--- config.mk ---
export PLATFORM = sky130hd
export DESIGN_NAME = onebit_sequencer
export DESIGN_NICKNAME = d
export VERILOG_FILES = /design/src/rtl/onebit_sequencer.sv
export SDC_FILE = /design/constraint.sdc
export NUM_CORES = 1
export LEC_CHECK = 0
export CORE_AREA = 5 5 42 44
export CTS_BUF_LIST = sky130_fd_sc_hd__clkbuf_2 sky130_fd_sc_hd__clkbuf_4 sky130_fd_sc_hd__clkbuf_8
export CTS_CLUSTER_DIAMETER = 120
export DETAILED_ROUTE_END_ITERATION = 6
export DIE_AREA = 0 0 47 49
export GPL_ROUTABILITY_DRIVEN = 0
export GPL_TIMING_DRIVEN = 0
export HOLD_SLACK_MARGIN = 0.06
export PLACE_DENSITY = 0.75
export SLEW_MARGIN = 30
export SYNTH_ARGS = -nofsm -noshare
export SYNTH_HDL_FRONTEND = slang
export SYNTH_SLANG_ARGS = --single-unit
--- constraint.sdc ---
create_clock -name clk -period 1.6 [get_ports clk]
set_clock_uncertainty 0.05 [all_clocks]
set_input_delay 0.32 -clock clk [delete_from_list [all_inputs] [get_ports clk]]
set_output_delay 0.32 -clock clk [all_outputs]
set_load 0.005 [all_outputs]
--- src/rtl/onebit_sequencer.sv ---
// onebit_sequencer
//   Sequences 5-bit instructions onto a downstream one-bit data register.
//   Each accepted instruction walks IDLE -> EXEC -> WB -> IDLE, so one
//   instruction is accepted at most every 3 cycles. This gap guarantees that
//   the next EXEC already sees the register value written by the previous WB.
//
//   Build option: define ONEBIT_ADD_EN to enable opcode 7 (ADD) and the carry
//   flag. When it is undefined, opcode 7 is illegal, carry is tied to 0 and
//   CLC behaves as a NOP.
//
// Parameters
//   ILLEGAL_HALT : 0 = illegal opcode behaves as a NOP and pulses illegal
//                  1 = illegal opcode sends the sequencer to HALT
// Ports
//   clk          : clock, all state changes on posedge
//   reset        : synchronous active-high reset
//   instr_valid  : an instruction is offered
//   instr[4:0]   : [4:1] opcode, [0] immediate bit
//   instr_ready  : high only in IDLE; accept = instr_valid & instr_ready
//   reg_q        : current value of the downstream register
//   ext_in       : external input bit, used by LDX
//   set_p        : write strobe to the downstream register (WB cycle only)
//   data         : write data to the downstream register
//   carry        : carry flag
//   illegal      : one-cycle pulse during WB of an illegal opcode
//   halted       : sequencer is in HALT; only reset leaves it
module onebit_sequencer #(
    parameter int unsigned ILLEGAL_HALT = 0
) (
    input  logic       clk,
    input  logic       reset,
    input  logic       instr_valid,
    input  logic [4:0] instr,
    output logic       instr_ready,
    input  logic       reg_q,
    input  logic       ext_in,
    output logic       set_p,
    output logic       data,
    output logic       carry,
    output logic       illegal,
    output logic       halted
);

    typedef enum logic [1:0] {
        S_IDLE = 2'd0,
        S_EXEC = 2'd1,
        S_WB   = 2'd2,
        S_HALT = 2'd3
    } state_t;

    localparam logic [3:0] OP_NOP = 4'd0;
    localparam logic [3:0] OP_LDI = 4'd1;
    localparam logic [3:0] OP_LDX = 4'd2;
    localparam logic [3:0] OP_NOT = 4'd3;
    localparam logic [3:0] OP_AND = 4'd4;
    localparam logic [3:0] OP_OR  = 4'd5;
    localparam logic [3:0] OP_XOR = 4'd6;
    localparam logic [3:0] OP_ADD = 4'd7;
    localparam logic [3:0] OP_CLC = 4'd8;
    localparam logic [3:0] OP_HLT = 4'd9;

    state_t     r_state;
    state_t     w_next;
    logic [4:0] r_instr;
    logic       r_data;

    logic [3:0] w_op;
    logic       w_imm;
    logic       w_wr;     // opcode writes the downstream register
    logic       w_res;    // value to write
    logic       w_ill;    // opcode is illegal in this build
    logic       w_hlt;    // opcode is HLT

`ifdef ONEBIT_ADD_EN
    logic       r_carry;
    logic       w_cy_nxt;
`endif

    assign w_op  = r_instr[4:1];
    assign w_imm = r_instr[0];

    // Decode of the latched instruction. Only meaningful in EXEC/WB; the
    // write-enable and illegal flag do not depend on reg_q, so they can be
    // reused unchanged during WB.
    always_comb begin
        w_wr  = 1'b0;
        w_res = r_data;
        w_ill = 1'b0;
        w_hlt = 1'b0;
`ifdef ONEBIT_ADD_EN
        w_cy_nxt = r_carry;
`endif
        case (w_op)
            OP_NOP: ;
            OP_LDI: begin w_wr = 1'b1; w_res = w_imm;          end
            OP_LDX: begin w_wr = 1'b1; w_res = ext_in;         end
            OP_NOT: begin w_wr = 1'b1; w_res = ~reg_q;         end
            OP_AND: begin w_wr = 1'b1; w_res = reg_q & w_imm;  end
            OP_OR:  begin w_wr = 1'b1; w_res = reg_q | w_imm;  end
            OP_XOR: begin w_wr = 1'b1; w_res = reg_q ^ w_imm;  end
`ifdef ONEBIT_ADD_EN
            OP_ADD: begin
                w_wr     = 1'b1;
                w_res    = reg_q ^ w_imm ^ r_carry;
                w_cy_nxt = (reg_q & w_imm) | (reg_q & r_carry) | (w_imm & r_carry);
            end
            OP_CLC: w_cy_nxt = 1'b0;
`else
            OP_CLC: ;
`endif
            OP_HLT: w_hlt = 1'b1;
            default: w_ill = 1'b1;
        endcase
    end

    // Next-state logic
    always_comb begin
        w_next = r_state;
        case (r_state)
            S_IDLE: if (instr_valid) w_next = S_EXEC;
            S_EXEC: begin
                if (w_hlt || (w_ill && (ILLEGAL_HALT != 0)))
                    w_next = S_HALT;
                else
                    w_next = S_WB;
            end
            S_WB:   w_next = S_IDLE;
            S_HALT: w_next = S_HALT;
            default: w_next = S_IDLE;
        endcase
    end

    always_ff @(posedge clk) begin
        if (reset) begin
            r_state <= S_IDLE;
            r_instr <= 5'd0;
            r_data  <= 1'b0;
        end else begin
            r_state <= w_next;
            if (r_state == S_IDLE && instr_valid)
                r_instr <= instr;
            // Result is captured at the EXEC->WB edge and held otherwise.
            if (r_state == S_EXEC && w_wr)
                r_data <= w_res;
        end
    end

`ifdef ONEBIT_ADD_EN
    always_ff @(posedge clk) begin
        if (reset)
            r_carry <= 1'b0;
        else if (r_state == S_EXEC)
            r_carry <= w_cy_nxt;
    end
    assign carry = r_carry;
`else
    assign carry = 1'b0;
`endif

    assign instr_ready = (r_state == S_IDLE);
    assign set_p       = (r_state == S_WB) && w_wr;
    assign illegal     = (r_state == S_WB) && w_ill;
    assign halted      = (r_state == S_HALT);
    assign data        = r_data;

endmodule

; After elaboration in Yosys (flattened, before gate mapping)
; Index checks and enable logic that the tools add are counted.
[word_totals]
register_bits = 8
elab_cells = 36
inputBits = 10
out_inout_bits = 6
[classes]
mux = 7
reduce_logical = 10
bitwise_logic = 4
eq_ne = 12
[op_table]
columns = op, n
row1 = $eq 4x3->1 const B, 3
row2 = $reduce_or 9->1, 1
row3 = $eq 4x2->1 const B, 2
row4 = $eq 4x4->1 const B, 2
row5 = $pmux 2 s4, 1
row6 = $pmux 1 s6, 1
row7 = $reduce_bool 6->1, 1
row8 = $reduce_or 6->1, 1
row9 = $eq 2x2->1 const B, 2
row10 = $eq 4x1->1 const B, 1
row11 = $logic_and 1x1->1, 4
row12 = $logic_not 4->1, 1
row13 = $mux 1, 4
row14 = $eq 2x1->1 const B, 1
row15 = $logic_not 2->1, 1
row16 = $mux 2, 1
row17 = $ne 2x2->1 const B, 1
row18 = $reduce_and 2->1, 1
row19 = $and 1x1->1, 1
row20 = $not 1->1, 1
row21 = $or 1x1->1, 1
row22 = $xor 1x1->1, 1

; Longest topological paths before layout
[depth]
depth_word = 5
depth_mapped = 6
depth_no_buf = 6

; Least setup slack after synthesis
; No wires, ideal clock.
[synth_timing]
path_kind = register to register
startpoint = register r_instr[0]
endpoint = register r_data, in the netlist data
path_buffers = 0
arrival_ps = 1251
synth_period_minus_slack_ps = 1428
setup_time_ps = 127
t_required_ps = 1423
setup_slack_ps = 172
path_stages_with_launch = 7
path_cell_list = dfxtp_1 -> inv_1 -> ha_1 -> mux2_1 -> o211ai_1 -> a211o_1 -> a21oi_2
[synth_between]
elab_chain_cells = 2
word_cells_on_any_way = 4
cone_classes = mux (1) / bitwise (3)
[synth_rtl]
columns = element, line
row1 = from (decl), 64  ; logic [4:0] r_instr;
row2 = from (signal assigned), 141  ; r_instr <= instr;
row3 = "$xor 1x1->1, or another cell as far along", 100  ; OP_XOR: begin w_wr = 1'b1; w_res = reg_q ^ w_imm; end
row4 = $pmux 1 s6 *, 93  ; case (w_op)
row5 = to (signal assigned), 144  ; r_data <= w_res;
row6 = to (decl), 65  ; logic r_data;
; Mark *: on every way between the ends. The rest lies on a longest branch, timed or not.
; A chain may end at the register's enable or synchronous reset.

; Worst setup path in the final report
[layout_timing]
startpoint = register r_instr[2]
endpoint = output illegal
[layout_between]
elab_chain_cells = 4
word_cells_on_any_way = 12
cone_classes = eq/ne (8) / mux (1) / reduce/logical (3)
[layout_rtl]
columns = element, line
row1 = "$eq 4x4->1, or another cell as far along", 93
row2 = $reduce_or 9->1 (no line) *, --
row3 = $mux 1 *, 93
row4 = $logic_and 1x1->1 *, 162  ; assign illegal = (r_state == S_WB) && w_ill;
row5 = to (decl), 40  ; output logic illegal,
; Marks and branches as above.

==> out/results.ini <==
[route]
dr.pass1.iters = 4
via_per_inst = 4.96
vias = 471
ant_nets = 0
wl_um = 1170
drc_errors = 0
drt_iter0_markers = 8
wire_per_inst_um = 12.3

[timing]
period_needed_ns = 1.54
finalSetupViolations = 0
tns_ns = 0
finalHoldViolCount = 0
fmax_mhz = 649
rsz0062_at_grt = true
worst_hold_slack_ns = 0.367
timing.final.max_slew_violations = 0
finalCritPeriodShare_pct = 96.3

[critical_path]
worstSetupPathType = reg -> out
cp_top_family = flip-flops
cp.arrival_ns = 1.17
cp_max_fo = 4
rr_endpoint = data
start_kind = register
cpPeakStageDelay_ns = 0.34
crit_chain = or2_4 -> nand2_2 -> a21oi_2 -> clkdlybuf4s15_1
cp_slowest_cell = dfxtp_4
r2r_start = r_instr[0]
cp.buffers_inverters = 1
reg2reg_setup_slack_ns = 0.11
crit_required_ns = 1.23
ff2ff_path_depth = 6
cp-end-kind = output pin

[cts]
clkTransAtPathRegs_ns = 0.05
clock_latency_ns = 0.25
cts.htree.levels = 1
cts_sinks = 8
ctsHoldBuffers = 0
root_buffer = clkbuf_4
cts_tree = built
cts_buffers = 3
clock_path_buffers = 2

[power]
p_per_area_mw_per_mm2 = 677
p_total_w = 0.000491
p_switching_w = 0.000128
p_leak_nw = 0.297
power_frac_clock_pct = 29.8
comb_power_share_pct = 24.8
p_int_w = 0.000363
ir_worst_vdd_mv = 0.386
seqPwrFrac_pct = 45.4
switching_share_pct = 26.0

[global_route]
grt_max_degree = 10
groute.usage.overall_pct = 11.7
grt.overflow.total = 0
grt_first_pass_wirelength_um = 1940
antenna_found_initial = 0
grt_pass1_vias = 473

[placed_design]
dp_hpwl_um = 767
place_area_um2 = 618
place_inst = 86
numPortBuffers = 13

[synthesis]
synth_cell_type_count = 28
ys_ff_latch = 8
yosysSeqAreaShare_pct = 34.2
syn_area_um2 = 468
yosysWarningCount = 0
yosys-top-cells-area = dfxtp_1 (34%), nor2_1 (8.8%), mux2i_1 (6.4%)
synth_fp_nets = 69
avgSynthCellArea_um2 = 8.21
synth_largest_type_area_fraction_pct = 34.2
synthCells = 57
synth_top_cell_by_area = dfxtp_1

[die]
core-area_mm2 = 0.00140
initial_core_util_pct = 33.4
io_pins = 16
die-height_um = 49
rows = 14
dieArea_mm2 = 0.00230
die-width_um = 47

[layout]
layout.nets = 93
instances_no_fill = 95
finish.instance_area_um2 = 726
n_fill_cell = 137
layout-drive-gt1-share_pct = 30.4
n_antenna_cell = 0
syn2layout_area_growth_pct = 55.1

[run]
drv_cap = 0

[worst_hold_path]
hold_class = in -> reg
holdPathStages = 2
min-delay-start = reset
holdPathEnd = r_state[0]

[run_status]
status = finished, final reports clean

[state kept, by name (all words and copies together) (netlist names)]
| name | flops |
|---|---|
| data | 1 |
| r_instr | 5 |
| r_state | 2 |
[cells in the final DEF (no fill, tap or decap), drive strengths merged]
master	netlist	final
o21ai	2	2
or2	1	1
a2111oi	1	1
inv	3	3
clkdlybuf4s15	0	1
nor3	1	1
o211ai	1	1
nand3	1	1
a21oi	5	5
and2	2	2
buf	2	9
dlygate4sd2	0	2
clkbuf	1	4
mux2	1	1
ha	2	2
mux2i	3	3
nor3b	2	2
dlymetal6s2s	0	1
a31oi	1	1
clkdlybuf4s50	0	8
conb	1	1
nor2b	1	1
nand2b	2	2
a31o	1	1
a211o	1	1
nor2	11	11
o2111ai	1	1
dfxtp	8	8
nand2	2	2
[metal layers]
layer	global-route usage, %	share of wire [%]	wire (µm)	vias up
li1	-	-	-	242
met1	13.7	40	470	205
met2	16.5	48	564	16
met3	1.48	5.5	64	8
met4	12.0	6.1	72	0
met5	0	0	0	-
[final cells by class]
| class | count | area, µm² | area share (%) |
|---|---|---|---|
| Multi-Input combinational cell | 43 | 303 | 41.7 |
| Sequential cell | 8 | 176 | 24.3 |
| Timing Repair Buffer | 19 | 174 | 24.0 |
| Clock buffer | 3 | 22.5 | 3.10 |
| Tap cell | 16 | 20.0 | 2.76 |
| Buffer | 3 | 18.8 | 2.59 |
| Inverter | 3 | 11.3 | 1.55 |
[power by group through the flow]
stage / logic (W) / clock network, W / registers [W]
after floorplan: 0.0000592 / 0 / 0.000227
after global placement: 0.0000944 / 0 / 0.000230
after detailed placement: 0.0000966 / 0 / 0.000231
after CTS: 0.000116 / 0.000157 / 0.000220
after global routing: 0.000135 / 0.000168 / 0.000224
final: 0.000122 / 0.000146 / 0.000223
[stage by stage]
| step | setup WS [ns] | utilization, % |
|---|---|---|
| 2_1_floorplan | 0.172 | - |
| 5_1_grt | -0.00504 | 51.8 |
| 3_3_place_gp | -0.401 | 44.1 |
| 6_report | 0.0595 | 51.8 |
| 4_1_cts | 0.0100 | 49.6 |
| 3_5_place_dp | -0.413 | 44.1 |
[cell families after synthesis]
logic type	after synthesis	synth area share, %
and+or+nand+nor	23	26.2
adders and majority gates	2	5.35
buffers and inverters	6	5.88
DFF	8	34.2
AOI/OAI and AO/OA	13	18.7
muxes	4	8.82
other	1	0.801
[worst max-delay path by stage]
| stage | cells past startpoint | slack (ns) | end | from |
|---|---|---|---|---|
| after CTS | 2 | 0.01 | instr_ready | r_state[1] |
| after detailed placement | 7 | -0.41 | data | reg_q |
| after floorplan | 6 | 0.17 | data | r_instr[0] |
| after global placement | 7 | -0.40 | data | reg_q |
| final | 4 | 0.06 | illegal | r_instr[2] |
| after global routing | 5 | -0.005 | set_p | r_instr[2] |
[cells in the mapped netlist, drive strengths merged]
cell type and count:
nor3 1, o211ai 1, nand2b 2, mux2i 3, o2111ai 1, nand2 2
nor2b 1, conb 1, nand3 1, o21ai 2, nor3b 2, a211o 1
a2111oi 1, nor2 11, and2 2, or2 1, buf 2, a31oi 1
inv 3, a31o 1, dfxtp 8, ha 2, a21oi 5, clkbuf 1
mux2 1
[repair_timing]
item                                    CTS  global route
resized for setup                        20             7
setup buffers                             5             1
endpoints found under the setup margin    5             4
pin swaps                                 1             1
(Power assumes the default switching activity.)
